[config.mk]
export PLATFORM = sky130hd
export DESIGN_NAME = cache_controller_nway_flat
export DESIGN_NICKNAME = d
export VERILOG_FILES = /design/src/rtl/cache_controller_nway_if.sv /design/src/rtl/cache_controller_nway.sv /design/src/flat_wrapper.sv
export SDC_FILE = /design/constraint.sdc
export NUM_CORES = 1
export LEC_CHECK = 0
export ABC_AREA = 1
export CORE_MARGIN = 4
export CORE_UTILIZATION = 31
export DETAILED_ROUTE_END_ITERATION = 8
export GPL_ROUTABILITY_DRIVEN = 0
export HOLD_SLACK_MARGIN = 0.03
export PLACE_DENSITY = 0.69
export SLEW_MARGIN = 20
export SYNTH_ARGS = -nofsm -noshare
export SYNTH_HDL_FRONTEND = slang
export SYNTH_SLANG_ARGS = --single-unit
[constraint.sdc]
create_clock -name clk -period 4.3 [get_ports clk]
set_input_delay 0.86 -clock clk [delete_from_list [all_inputs] [get_ports clk]]
set_output_delay 0.86 -clock clk [all_outputs]
set_load 0.02 [all_outputs]
[src/rtl/cache_controller_nway_if.sv]
// ---------------------------------------------------------------------------
// cache_controller_nway_if
//   Bundle of the request, datapath and ACE signals around the N-way cache
//   controller.
//   master : environment side (CPU, tag/state arrays, ACE engine). It drives
//            cpu_request, way_hit, way_state and ace_ready.
//   slave  : controller side. It drives the ACE requests, the datapath
//            strobes, way_sel and the status pulses.
// ---------------------------------------------------------------------------
interface cache_controller_nway_if #(
    parameter int NUM_WAYS    = 4,
    parameter int WIDTH_STATE = 3
);
    localparam int WIDTH_WAY = $clog2(NUM_WAYS);

    logic [1:0]                      cpu_request;
    logic [NUM_WAYS-1:0]             way_hit;
    logic [NUM_WAYS*WIDTH_STATE-1:0] way_state;
    logic                            ace_ready;

    logic                            read_req;
    logic                            write_req;
    logic                            invalid_req;
    logic                            write_from_cpu;
    logic                            write_from_interconnect;
    logic                            state_sel;
    logic [WIDTH_STATE-1:0]          new_state;
    logic [WIDTH_WAY-1:0]            way_sel;
    logic                            cache_complete;
    logic                            cache_ready;
    logic                            cache_error;

    modport master (
        output cpu_request, way_hit, way_state, ace_ready,
        input  read_req, write_req, invalid_req, write_from_cpu,
               write_from_interconnect, state_sel, new_state, way_sel,
               cache_complete, cache_ready, cache_error
    );

    modport slave (
        input  cpu_request, way_hit, way_state, ace_ready,
        output read_req, write_req, invalid_req, write_from_cpu,
               write_from_interconnect, state_sel, new_state, way_sel,
               cache_complete, cache_ready, cache_error
    );
endinterface

[src/rtl/cache_controller_nway.sv]
// ---------------------------------------------------------------------------
// cache_controller_nway
//   Control FSM for an N-way set-associative cache slot. It resolves a hit
//   across NUM_WAYS ways. On a miss it picks a victim: the lowest-index
//   invalid way if there is one, else the round-robin pointer. It then runs
//   the writeback, allocate and invalidate transactions and replays the
//   request.
//
// Ports
//   clk    : rising-edge clock
//   reset  : synchronous, active-high; forces every output to 0 while high
//   bus    : cache_controller_nway_if.slave
//            in : cpu_request (00 read, 01 write, others no-op), way_hit,
//                 way_state (way k at [k*WIDTH_STATE +: WIDTH_STATE]),
//                 ace_ready (1-cycle completion pulse)
//            out: read_req, write_req and invalid_req (level requests);
//                 write_from_cpu, write_from_interconnect, state_sel,
//                 new_state and way_sel (datapath controls);
//                 cache_complete, cache_ready, cache_error (status)
//
// Configuration
//   CACHE_TIMEOUT_EN : when defined, a wait for ace_ready gives up after
//                      TIMEOUT_CYCLES cycles. The FSM then pulses cache_error
//                      and returns to IDLE. When undefined, waits are
//                      unbounded and cache_error is tied to 0.
// ---------------------------------------------------------------------------
module cache_controller_nway #(
    parameter int NUM_WAYS       = 4,
    parameter int WIDTH_STATE    = 3,
    parameter int TIMEOUT_CYCLES = 255
) (
    input logic                     clk,
    input logic                     reset,
    cache_controller_nway_if.slave  bus
);
    localparam int WIDTH_WAY = $clog2(NUM_WAYS);

    localparam logic [WIDTH_STATE-1:0] ST_UC = WIDTH_STATE'(3'b000);
    localparam logic [WIDTH_STATE-1:0] ST_UD = WIDTH_STATE'(3'b001);
    localparam logic [WIDTH_STATE-1:0] ST_SC = WIDTH_STATE'(3'b010);
    localparam logic [WIDTH_STATE-1:0] ST_SD = WIDTH_STATE'(3'b011);
    localparam logic [WIDTH_STATE-1:0] ST_I  = WIDTH_STATE'(3'b100);

    if (NUM_WAYS < 2 || (NUM_WAYS & (NUM_WAYS - 1)) != 0 || TIMEOUT_CYCLES < 1) begin : g_bad_params
        $error("cache_controller_nway: illegal NUM_WAYS or TIMEOUT_CYCLES");
    end

    typedef enum logic [2:0] {
        IDLE,
        LOOKUP,
        WRITEBACK,
        ALLOCATE,
        INVALIDATE
    } fsm_t;

    fsm_t                 state;
    logic                 op_write;   // latched request type: 1 = write
    logic [WIDTH_WAY-1:0] way_q;      // way used by the wait states
    logic [WIDTH_WAY-1:0] rr_ptr;
    logic                 rr_used;    // current victim was taken from rr_ptr

    // ---------------- hit / victim resolution ----------------
    logic                   hit_any;
    logic [WIDTH_WAY-1:0]   hit_way;
    logic [WIDTH_STATE-1:0] hit_state;
    logic                   inv_any;
    logic [WIDTH_WAY-1:0]   inv_way;
    logic [WIDTH_WAY-1:0]   victim;
    logic [WIDTH_STATE-1:0] victim_state;
    logic [WIDTH_STATE-1:0] ws;
    logic                   hit_shared;
    logic                   victim_dirty;

    // NOTE: every variable gets a default at the top of the block. This keeps
    // a path that skips an assignment from inferring a latch.
    always_comb begin
        hit_any      = 1'b0;
        hit_way      = '0;
        hit_state    = ST_I;
        inv_any      = 1'b0;
        inv_way      = '0;
        victim_state = ST_I;
        ws           = ST_I;
        // The loop scans downward, so the lowest matching index is written last.
        for (int k = NUM_WAYS - 1; k >= 0; k--) begin
            ws = bus.way_state[k*WIDTH_STATE +: WIDTH_STATE];
            if (bus.way_hit[k] && ws != ST_I) begin
                hit_any   = 1'b1;
                hit_way   = WIDTH_WAY'(k);
                hit_state = ws;
            end
            if (ws == ST_I) begin
                inv_any = 1'b1;
                inv_way = WIDTH_WAY'(k);
            end
        end
        victim = inv_any ? inv_way : rr_ptr;
        for (int k = 0; k < NUM_WAYS; k++) begin
            if (WIDTH_WAY'(k) == victim) begin
                victim_state = bus.way_state[k*WIDTH_STATE +: WIDTH_STATE];
            end
        end
        hit_shared   = (hit_state == ST_SC) || (hit_state == ST_SD);
        victim_dirty = (victim_state == ST_UD) || (victim_state == ST_SD);
    end

    // ---------------- optional ACE wait timeout ----------------
    logic timed_out;
`ifdef CACHE_TIMEOUT_EN
    localparam int TIMER_W = $clog2(TIMEOUT_CYCLES + 1);
    logic [TIMER_W-1:0] timer;
    logic               waiting;

    assign waiting = (state == WRITEBACK) || (state == ALLOCATE) || (state == INVALIDATE);
    // This cycle is the TIMEOUT_CYCLES-th cycle without ace_ready. An ace_ready
    // arriving in the same cycle still completes normally.
    assign timed_out = waiting && !bus.ace_ready && (timer == TIMER_W'(TIMEOUT_CYCLES - 1));

    always_ff @(posedge clk) begin
        if (reset) begin
            timer <= '0;
        end else if (waiting && !bus.ace_ready && !timed_out) begin
            timer <= timer + 1'b1;
        end else begin
            // Clears on every exit from a wait state. The next wait then starts at 0.
            timer <= '0;
        end
    end
`else
    assign timed_out = 1'b0;
`endif

    // ---------------- state register ----------------
    // NOTE: sequential state uses non-blocking assignments only. All
    // registers therefore update together on the edge, whatever order they
    // are written in.
    always_ff @(posedge clk) begin
        if (reset) begin
            state    <= IDLE;
            op_write <= 1'b0;
            way_q    <= '0;
            rr_ptr   <= '0;
            rr_used  <= 1'b0;
        end else begin
            case (state)
                IDLE: begin
                    if (bus.cpu_request[1] == 1'b0) begin
                        op_write <= bus.cpu_request[0];
                        state    <= LOOKUP;
                    end
                end
                LOOKUP: begin
                    if (hit_any) begin
                        way_q <= hit_way;
                        state <= (op_write && hit_shared) ? INVALIDATE : IDLE;
                    end else begin
                        way_q   <= victim;
                        rr_used <= !inv_any;
                        state   <= victim_dirty ? WRITEBACK : ALLOCATE;
                    end
                end
                WRITEBACK: begin
                    if (bus.ace_ready)  state <= ALLOCATE;
                    else if (timed_out) state <= IDLE;
                end
                ALLOCATE: begin
                    if (bus.ace_ready) begin
                        // Only a pointer-chosen victim advances the pointer.
                        if (rr_used) rr_ptr <= rr_ptr + 1'b1;
                        rr_used <= 1'b0;
                        state   <= LOOKUP;
                    end else if (timed_out) begin
                        rr_used <= 1'b0;
                        state   <= IDLE;
                    end
                end
                INVALIDATE: begin
                    if (bus.ace_ready || timed_out) state <= IDLE;
                end
                default: state <= IDLE;
            endcase
        end
    end

    // ---------------- outputs (from state + inputs) ----------------
    always_comb begin
        bus.read_req                = 1'b0;
        bus.write_req               = 1'b0;
        bus.invalid_req             = 1'b0;
        bus.write_from_cpu          = 1'b0;
        bus.write_from_interconnect = 1'b0;
        bus.state_sel               = 1'b0;
        bus.new_state               = '0;
        bus.way_sel                 = '0;
        bus.cache_complete          = 1'b0;
        bus.cache_ready             = 1'b0;
        bus.cache_error             = 1'b0;
        if (!reset) begin
            bus.new_state   = ST_I;
            bus.cache_error = timed_out;
            case (state)
                IDLE: bus.cache_ready = 1'b1;
                LOOKUP: begin
                    if (hit_any) begin
                        bus.way_sel = hit_way;
                        if (!op_write) begin
                            bus.cache_complete = 1'b1;
                        end else if (!hit_shared) begin
                            bus.write_from_cpu = 1'b1;
                            bus.state_sel      = 1'b1;
                            bus.new_state      = ST_UD;
                            bus.cache_complete = 1'b1;
                        end
                    end else begin
                        bus.way_sel = victim;
                    end
                end
                WRITEBACK: begin
                    bus.way_sel   = way_q;
                    bus.write_req = 1'b1;
                    if (bus.ace_ready) begin
                        bus.state_sel = 1'b1;
                        bus.new_state = ST_I;
                    end
                end
                ALLOCATE: begin
                    bus.way_sel  = way_q;
                    bus.read_req = 1'b1;
                    if (bus.ace_ready) begin
                        bus.write_from_interconnect = 1'b1;
                        bus.state_sel               = 1'b1;
                        bus.new_state               = ST_UC;
                    end
                end
                INVALIDATE: begin
                    bus.way_sel     = way_q;
                    bus.invalid_req = 1'b1;
                    if (bus.ace_ready) begin
                        bus.write_from_cpu = 1'b1;
                        bus.state_sel      = 1'b1;
                        bus.new_state      = ST_UD;
                        bus.cache_complete = 1'b1;
                    end
                end
                default: ;
            endcase
        end
    end
endmodule

[src/flat_wrapper.sv]
// flat-port wrapper written by rule: the top's interface ports become plain ports
module cache_controller_nway_flat 
#(
    parameter int NUM_WAYS       = 4,
    parameter int WIDTH_STATE    = 3,
    parameter int TIMEOUT_CYCLES = 255
)
  (clk, reset, bus_cpu_request, bus_way_hit, bus_way_state, bus_ace_ready, bus_read_req, bus_write_req, bus_invalid_req, bus_write_from_cpu, bus_write_from_interconnect, bus_state_sel, bus_new_state, bus_way_sel, bus_cache_complete, bus_cache_ready, bus_cache_error);
  cache_controller_nway_if #(.NUM_WAYS(NUM_WAYS), .WIDTH_STATE(WIDTH_STATE)) bus_i ();
  input logic clk;
  input logic reset;
  input wire logic [$bits(bus_i.cpu_request)-1:0] bus_cpu_request;
  input wire logic [$bits(bus_i.way_hit)-1:0] bus_way_hit;
  input wire logic [$bits(bus_i.way_state)-1:0] bus_way_state;
  input wire logic [$bits(bus_i.ace_ready)-1:0] bus_ace_ready;
  output wire logic [$bits(bus_i.read_req)-1:0] bus_read_req;
  output wire logic [$bits(bus_i.write_req)-1:0] bus_write_req;
  output wire logic [$bits(bus_i.invalid_req)-1:0] bus_invalid_req;
  output wire logic [$bits(bus_i.write_from_cpu)-1:0] bus_write_from_cpu;
  output wire logic [$bits(bus_i.write_from_interconnect)-1:0] bus_write_from_interconnect;
  output wire logic [$bits(bus_i.state_sel)-1:0] bus_state_sel;
  output wire logic [$bits(bus_i.new_state)-1:0] bus_new_state;
  output wire logic [$bits(bus_i.way_sel)-1:0] bus_way_sel;
  output wire logic [$bits(bus_i.cache_complete)-1:0] bus_cache_complete;
  output wire logic [$bits(bus_i.cache_ready)-1:0] bus_cache_ready;
  output wire logic [$bits(bus_i.cache_error)-1:0] bus_cache_error;
  assign bus_i.cpu_request = bus_cpu_request;
  assign bus_i.way_hit = bus_way_hit;
  assign bus_i.way_state = bus_way_state;
  assign bus_i.ace_ready = bus_ace_ready;
  assign bus_read_req = bus_i.read_req;
  assign bus_write_req = bus_i.write_req;
  assign bus_invalid_req = bus_i.invalid_req;
  assign bus_write_from_cpu = bus_i.write_from_cpu;
  assign bus_write_from_interconnect = bus_i.write_from_interconnect;
  assign bus_state_sel = bus_i.state_sel;
  assign bus_new_state = bus_i.new_state;
  assign bus_way_sel = bus_i.way_sel;
  assign bus_cache_complete = bus_i.cache_complete;
  assign bus_cache_ready = bus_i.cache_ready;
  assign bus_cache_error = bus_i.cache_error;
  cache_controller_nway #(.NUM_WAYS(NUM_WAYS), .WIDTH_STATE(WIDTH_STATE), .TIMEOUT_CYCLES(TIMEOUT_CYCLES)) u_core (.clk(clk), .reset(reset), .bus(bus_i));
endmodule
==> results of run 1 <==
layout make-up:
cell class              count  area, um^2  share of cell area [%]
multi-input cells         120         586                    46.6
repair buffers             32         320                    25.5
flip-flops and latches      9         180                    14.3
inverters                  28         105                    8.37
well taps                  31        38.8                    3.09
clock buffers               4        26.3                    2.09
placed cells by master (no fill, tap or decap):
cell             instances
conb_1                   2
a21oi_2                  1
a221oi_1                 1
nand4_1                  2
nor4_1                   1
nor2_4                   2
nor3_2                   1
a31o_1                   1
a31oi_1                  1
nand3_1                 11
o21a_1                   1
inv_1                   24
clkbuf_4                 3
clkbuf_1                 1
nand3b_1                 2
nand2_1                 44
clkdlybuf4s50_1         32
dfxtp_1                  9
nand2_4                  2
nand2_2                  3
or2_2                    1
o21ai_0                  6
nor3_1                   4
nor2_2                   1
clkinv_1                 1
a211oi_1                 1
a21oi_1                 16
nor2_1                  16
inv_2                    3
path summary, 6_finish.rpt:
kind,endpoint,cells after the start
min reg2reg,u_core.way_q[1]$_SDFFE_PP0P_,2
min,u_core.way_q[1]$_SDFFE_PP0P_,2
max,bus_state_sel,10
max reg2reg,u_core.state[0]$_SDFFE_PP0P_,10
registers in the layout (all words and copies together) (netlist names):
signal and cells:
u_core.rr_ptr 2, u_core.op_write 1, u_core.state 3, u_core.way_q 2, u_core.rr_used 1
metal layers:
metal / wire length (um) / part of all wire [%]
met3: 129 / 5.6
met4: 11 / 0.48
met2: 1100 / 48
met1: 1060 / 46
met5: 0 / 0
worst min-delay path: stages, from the launching register on:
cell	delay, ps
dfxtp_1	310
nand2_1	60
a21oi_1	60
kinds of logic (layout without fill, tap and decap cells):
| logic type | after synthesis | after routing |
|---|---|---|
| buffers and inverters | 32 | 64 |
| other | 1 | 2 |
| AOI/OAI and AO/OA | 28 | 28 |
| and+or+nand+nor | 90 | 90 |
| DFF | 9 | 9 |
report_power, final:
group          switching [mW]  leakage [nW]  internal (mW)
combinational          0.0502         0.496         0.0410
sequential            0.00257        0.0732         0.0868
clock                  0.0290        0.0150         0.0357
stage by stage:
| stage | util, % | setup slack (ps) | cells | hold WS (ps) |
|---|---|---|---|---|
| finish | 45.6 | 484 | 224 | 467 |
| global route | 45.6 | 266 | 224 | 499 |
| CTS | 45.6 | 461 | 224 | 469 |
| detailed placement | 44.6 | 459 | 220 | 461 |
| global placement | 44.6 | 471 | 220 | 461 |
| floorplan | - | 1520 | 161 | 443 |
==> impl_metrics.json, run 1 <==
{
  "ys.flop_type": "dfxtp_1",
  "place_area_mm2": 0.00123,
  "rsz0062_at_grt": "no",
  "worstPathCellList": "clkdlybuf4s50_1 > nand3_1 > nand2_1 > inv_1 > a31oi_1 > nand2_1 > nand2_1 > nand3_1 > a21oi_1 > clkdlybuf4s50_1",
  "synth_top_area_share_pct": 20.3,
  "finalWorstPathRequiredPeriod_ps": 3820,
  "netlist_top_cells_area": "dfxtp_1, nand2_1, inv_1",
  "cts_hold_buffers": 0,
  "cts_tree": "done",
  "io_pins": 35,
  "areaGrowthSynthToFinish_pct": 41.2,
  "p_total_mw": 0.245,
  "synth_compound_area_share_pct": 17.7,
  "avgSynthCellArea_um2": 5.56,
  "drcViolationCount": 0,
  "die_area_mm2": 0.00379,
  "use_met2_pct": 21.5,
  "dp_hpwl_um": 1960,
  "postRouteAntennaNets": 0,
  "clock_skew_ps": 5.50,
  "status": "finished clean",
  "synthTopCellsByCount": "nand2_1, inv_1, a21oi_1, nor2_1, nand3_1",
  "finalSetupViolations": 0,
  "ys_seq_elements": 9,
  "wl_per_cell_um": 10.2,
  "slew_violations": 0,
  "cts.sinks": 9,
  "diodes": 0,
  "drt-vias-per-instance": 4.76,
  "layout-drive-gt1-share_pct": 8.81,
  "hold_viol_final": 0,
  "core_area_mm2": 0.00276,
  "cts_max_path_buffers": 2,
  "grt_pass1_wl_um": 3660,
  "first_iter_violations": 51,
  "crit_slowest_cell": "clkdlybuf4s50_1",
  "root_buffer": "clkbuf_4",
  "timing.slew.headroom_pct": 55.4,
  "busiest_layer": "met2",
  "clkLatencyLatePin_ps": 260,
  "synth_top_area_cell": "dfxtp_1",
  "slowest_delay_ps": 640,
  "grtUsageMet3_pct": 3.77,
  "cp_data_arrival_time_ps": 2960,
  "start_util_pct": 32.3,
  "worst-r2r-setup-slack_ps": 2880,
  "row_count": 19,
  "grt_use_met1_pct": 16.0,
  "die_h_um": 61.6,
  "period_share_pct": 88.7,
  "ys_seq_area_share_pct": 20.3,
  "peakVddDrop_v": 0.000223,
  "synth_edf_count": 0,
  "cp_max_fo": 4,
  "critPathTopFamily": "buffers and inverters",
  "crit_path_frequent_cell": "nand2_1",
  "nets": 215,
  "yosysMostFrequentCell": "nand2_1",
  "fmax_mhz": 262,
  "synthCells": 160,
  "critPathLaunchType": "input pin",
  "rr_startpoint": "u_core.state[0]$_SDFFE_PP0P_",
  "async_flop_share_pct": 0,
  "vias": 1067,
  "setup.worst_path.start": "bus_way_state[2]",
  "clkTransAtPathRegs_ps": 60,
  "io_buffers": 32,
  "critPathBufInv": 3,
  "drv_cap": 0,
  "cp-end-kind": "output port",
  "wl_um": 2300,
  "tns_ps": 0,
  "leakagePower_nw": 0.584,
  "grt_max_degree": 20,
  "gr-total-overflow": 0,
  "synth_warnings": 0,
  "synthMuxAreaShare_pct": 0,
  "grtUsageTotal_pct": 12.7,
  "grt_pass1_vias": 935,
  "synth-simple-area-share_pct": 47.3,
  "cts_resized": 0,
  "required_ps": 3440,
  "design_area_mm2": 0.00126,
  "worst_pin_slew_ps": 667,
  "yosys.area_share.adder_pct": 0,
  "min-delay-start": "u_core.way_q[1]$_SDFFE_PP0P_",
  "die_x_um": 61.6,
  "cts_buffers": 3,
  "hold_path_class": "reg -> reg",
  "power.density_mw_per_mm2": 195,
  "cts_setup_buffers": 0,
  "worstSetupPathType": "in -> out",
  "synth_xor_xnor_area_share_pct": 0,
  "antenna_found_initial": 0,
  "htree_levels": 1,
  "yosysUniqueCellTypes": 29,
  "synth_top_family_by_area": "simple AND/OR/NAND/NOR gates",
  "nFillCells": 307,
  "dr.pass1.iters": 4,
  "syn_area_um2": 890
}
No activity file was read; power rests on OpenSTA's default activity.
==> run 2, diff against run 1 <==
CORE_UTILIZATION = 46   (was 31)
PLACE_DENSITY = 0.93   (was 0.69)
SKIP_LAST_GASP = 1   (was default)
==> impl_metrics.json, run 2 (same netlist as run 1, synthesis figures left out) <==
{
  "status": "finished clean",
  "required_ps": 3440,
  "cp-end-kind": "output port",
  "clock_skew_ps": 12.7,
  "drt-vias-per-instance": 5.43,
  "postRouteAntennaNets": 0,
  "root_buffer": "clkbuf_4",
  "worstSetupPathType": "in -> out",
  "cts.sinks": 9,
  "period_share_pct": 89.2,
  "start_util_pct": 49.9,
  "io_buffers": 32,
  "clkTransAtPathRegs_ps": 60,
  "largest-register": "u_core.state",
  "cts_setup_buffers": 0,
  "worstPathCellList": "clkdlybuf4s50_1 > nor2_2 > nand2_2 > nand2_4 > nand3_1 > nand2_1 > nand3_1 > nand2_1 > nand2_1 > nand2_1 > nand2_1 > a21oi_1 > clkdlybuf4s50_1",
  "worst-r2r-setup-slack_ps": 2850,
  "leakagePower_nw": 0.589,
  "reg.largest.list": "u_core.state (3), u_core.rr_ptr (2), u_core.way_q (2)",
  "hold_path_class": "reg -> reg",
  "gr-total-overflow": 0,
  "rr_startpoint": "u_core.state[0]$_SDFFE_PP0P_",
  "cp_data_arrival_time_ps": 2970,
  "dr.pass1.iters": 4,
  "rsz0062_at_grt": "no",
  "multiInputGateArea_um2": 586,
  "dp_hpwl_um": 2110,
  "die_x_um": 52.0,
  "hold_viol_final": 0,
  "cts_buffers": 3,
  "grt_max_degree": 12,
  "drcViolationCount": 0,
  "crit_path_frequent_cell": "nand2_1",
  "nets": 216,
  "tns_ps": 0,
  "die_area_mm2": 0.00270,
  "mostFrequentLayoutCells": "nand2_1, clkdlybuf4s50_1, inv_1, nor2_1, a21oi_1",
  "layout-drive-gt1-share_pct": 9.28,
  "wl_um": 2610,
  "r2r_cells": 10,
  "first_iter_violations": 56,
  "reg2reg_to": "u_core.state[0]$_SDFFE_PP0P_",
  "areaGrowthSynthToFinish_pct": 41.2,
  "grt_pass1_wl_um": 4430,
  "vias": 1189,
  "cp_max_fo": 4,
  "crit_slowest_cell": "clkdlybuf4s50_1",
  "slew_violations": 0,
  "cts_tree": "done",
  "grtUsageTotal_pct": 21.3,
  "regArea_um2": 180,
  "wl_per_cell_um": 11.9,
  "cts_hold_buffers": 0,
  "drv_cap": 0,
  "cts_resized": 0,
  "row_count": 15,
  "setup.worst_path.start": "bus_way_state[7]",
  "cts_max_path_buffers": 2,
  "finalWorstPathRequiredPeriod_ps": 3830,
  "antenna_found_initial": 0,
  "htree_levels": 1,
  "post-route-worst-setup-slack_ps": 466,
  "die_h_um": 52.0,
  "crit_path_end": "bus_new_state[2]",
  "power.density_mw_per_mm2": 201,
  "clkLatencyLatePin_ps": 270,
  "largest_reg_flops": 3,
  "grt_pass1_vias": 1108,
  "dpl_worst_slack_ps": 486,
  "io_pins": 35,
  "diodes": 0,
  "core_area_mm2": 0.00178,
  "final_common_cell": "nand2_1",
  "nFillCells": 153,
  "peakVddDrop_v": 0.000166,
  "finalSetupViolations": 0,
  "fmax_mhz": 261,
  "critPathLaunchType": "input pin",
  "slowest_delay_ps": 620
}
==> run 2: stage by stage <==
stage,power [mW],utilization [%],instance area [um^2],instances,hold WS [ps]
final,0.252,70.5,1260,219,478
after global routing,0.266,70.5,1260,219,530
after CTS,0.251,70.5,1260,219,481
after detailed placement,0.184,69.0,1230,215,466
after global placement,0.181,69.0,1230,215,453
after floorplan,0.145,-,893,161,443
==> run 2: worst min-delay path by stage <==
stage | from | end | depth (start not counted)
2_1_floorplan | u_core.rr_ptr[0]$_SDFFE_PP0P_ | u_core.rr_ptr[0]$_SDFFE_PP0P_ | 1
3_3_place_gp | u_core.way_q[1]$_SDFFE_PP0P_ | u_core.way_q[1]$_SDFFE_PP0P_ | 2
3_5_place_dp | u_core.way_q[1]$_SDFFE_PP0P_ | u_core.way_q[1]$_SDFFE_PP0P_ | 2
4_1_cts | u_core.rr_ptr[0]$_SDFFE_PP0P_ | u_core.rr_ptr[0]$_SDFFE_PP0P_ | 1
5_1_grt | u_core.rr_ptr[0]$_SDFFE_PP0P_ | u_core.rr_ptr[0]$_SDFFE_PP0P_ | 1
6_report | u_core.rr_ptr[0]$_SDFFE_PP0P_ | u_core.rr_ptr[0]$_SDFFE_PP0P_ | 1
==> run 2: final cells by class <==
class	instances	share of cell area, %
clock buffer	4	2.09
inverter	28	8.37
multi-input combinational	120	46.6
sequential	9	14.3
tap	25	2.49
timing repair buffer	33	26.1
==> run 2: worst max-delay path, delay by kind of cell <==
family | cells | cell delay (ps)
compound gates | 1 | 120
buf+inv | 2 | 1080
simple gates | 10 | 920
==> run 2: routing by layer <==
| layer | share of wire [%] | routed length [um] | vias up | track usage [%] |
|---|---|---|---|---|
| met3 | 7.0 | 182 | 8 | 5.16 |
| met4 | 1.6 | 43 | 0 | 6.11 |
| met1 | 40 | 1040 | 551 | 24.1 |
| met2 | 52 | 1350 | 56 | 38.9 |
| met5 | 0 | 0 | - | 0 |
| li1 | - | - | 574 | - |
==> run 2: power breakdown <==
part           switching (mW)  internal, mW  leakage, nW
Combinational          0.0530        0.0416        0.501
Clock                  0.0321        0.0358       0.0150
Sequential            0.00280        0.0868       0.0732
Total                  0.0880         0.164        0.589
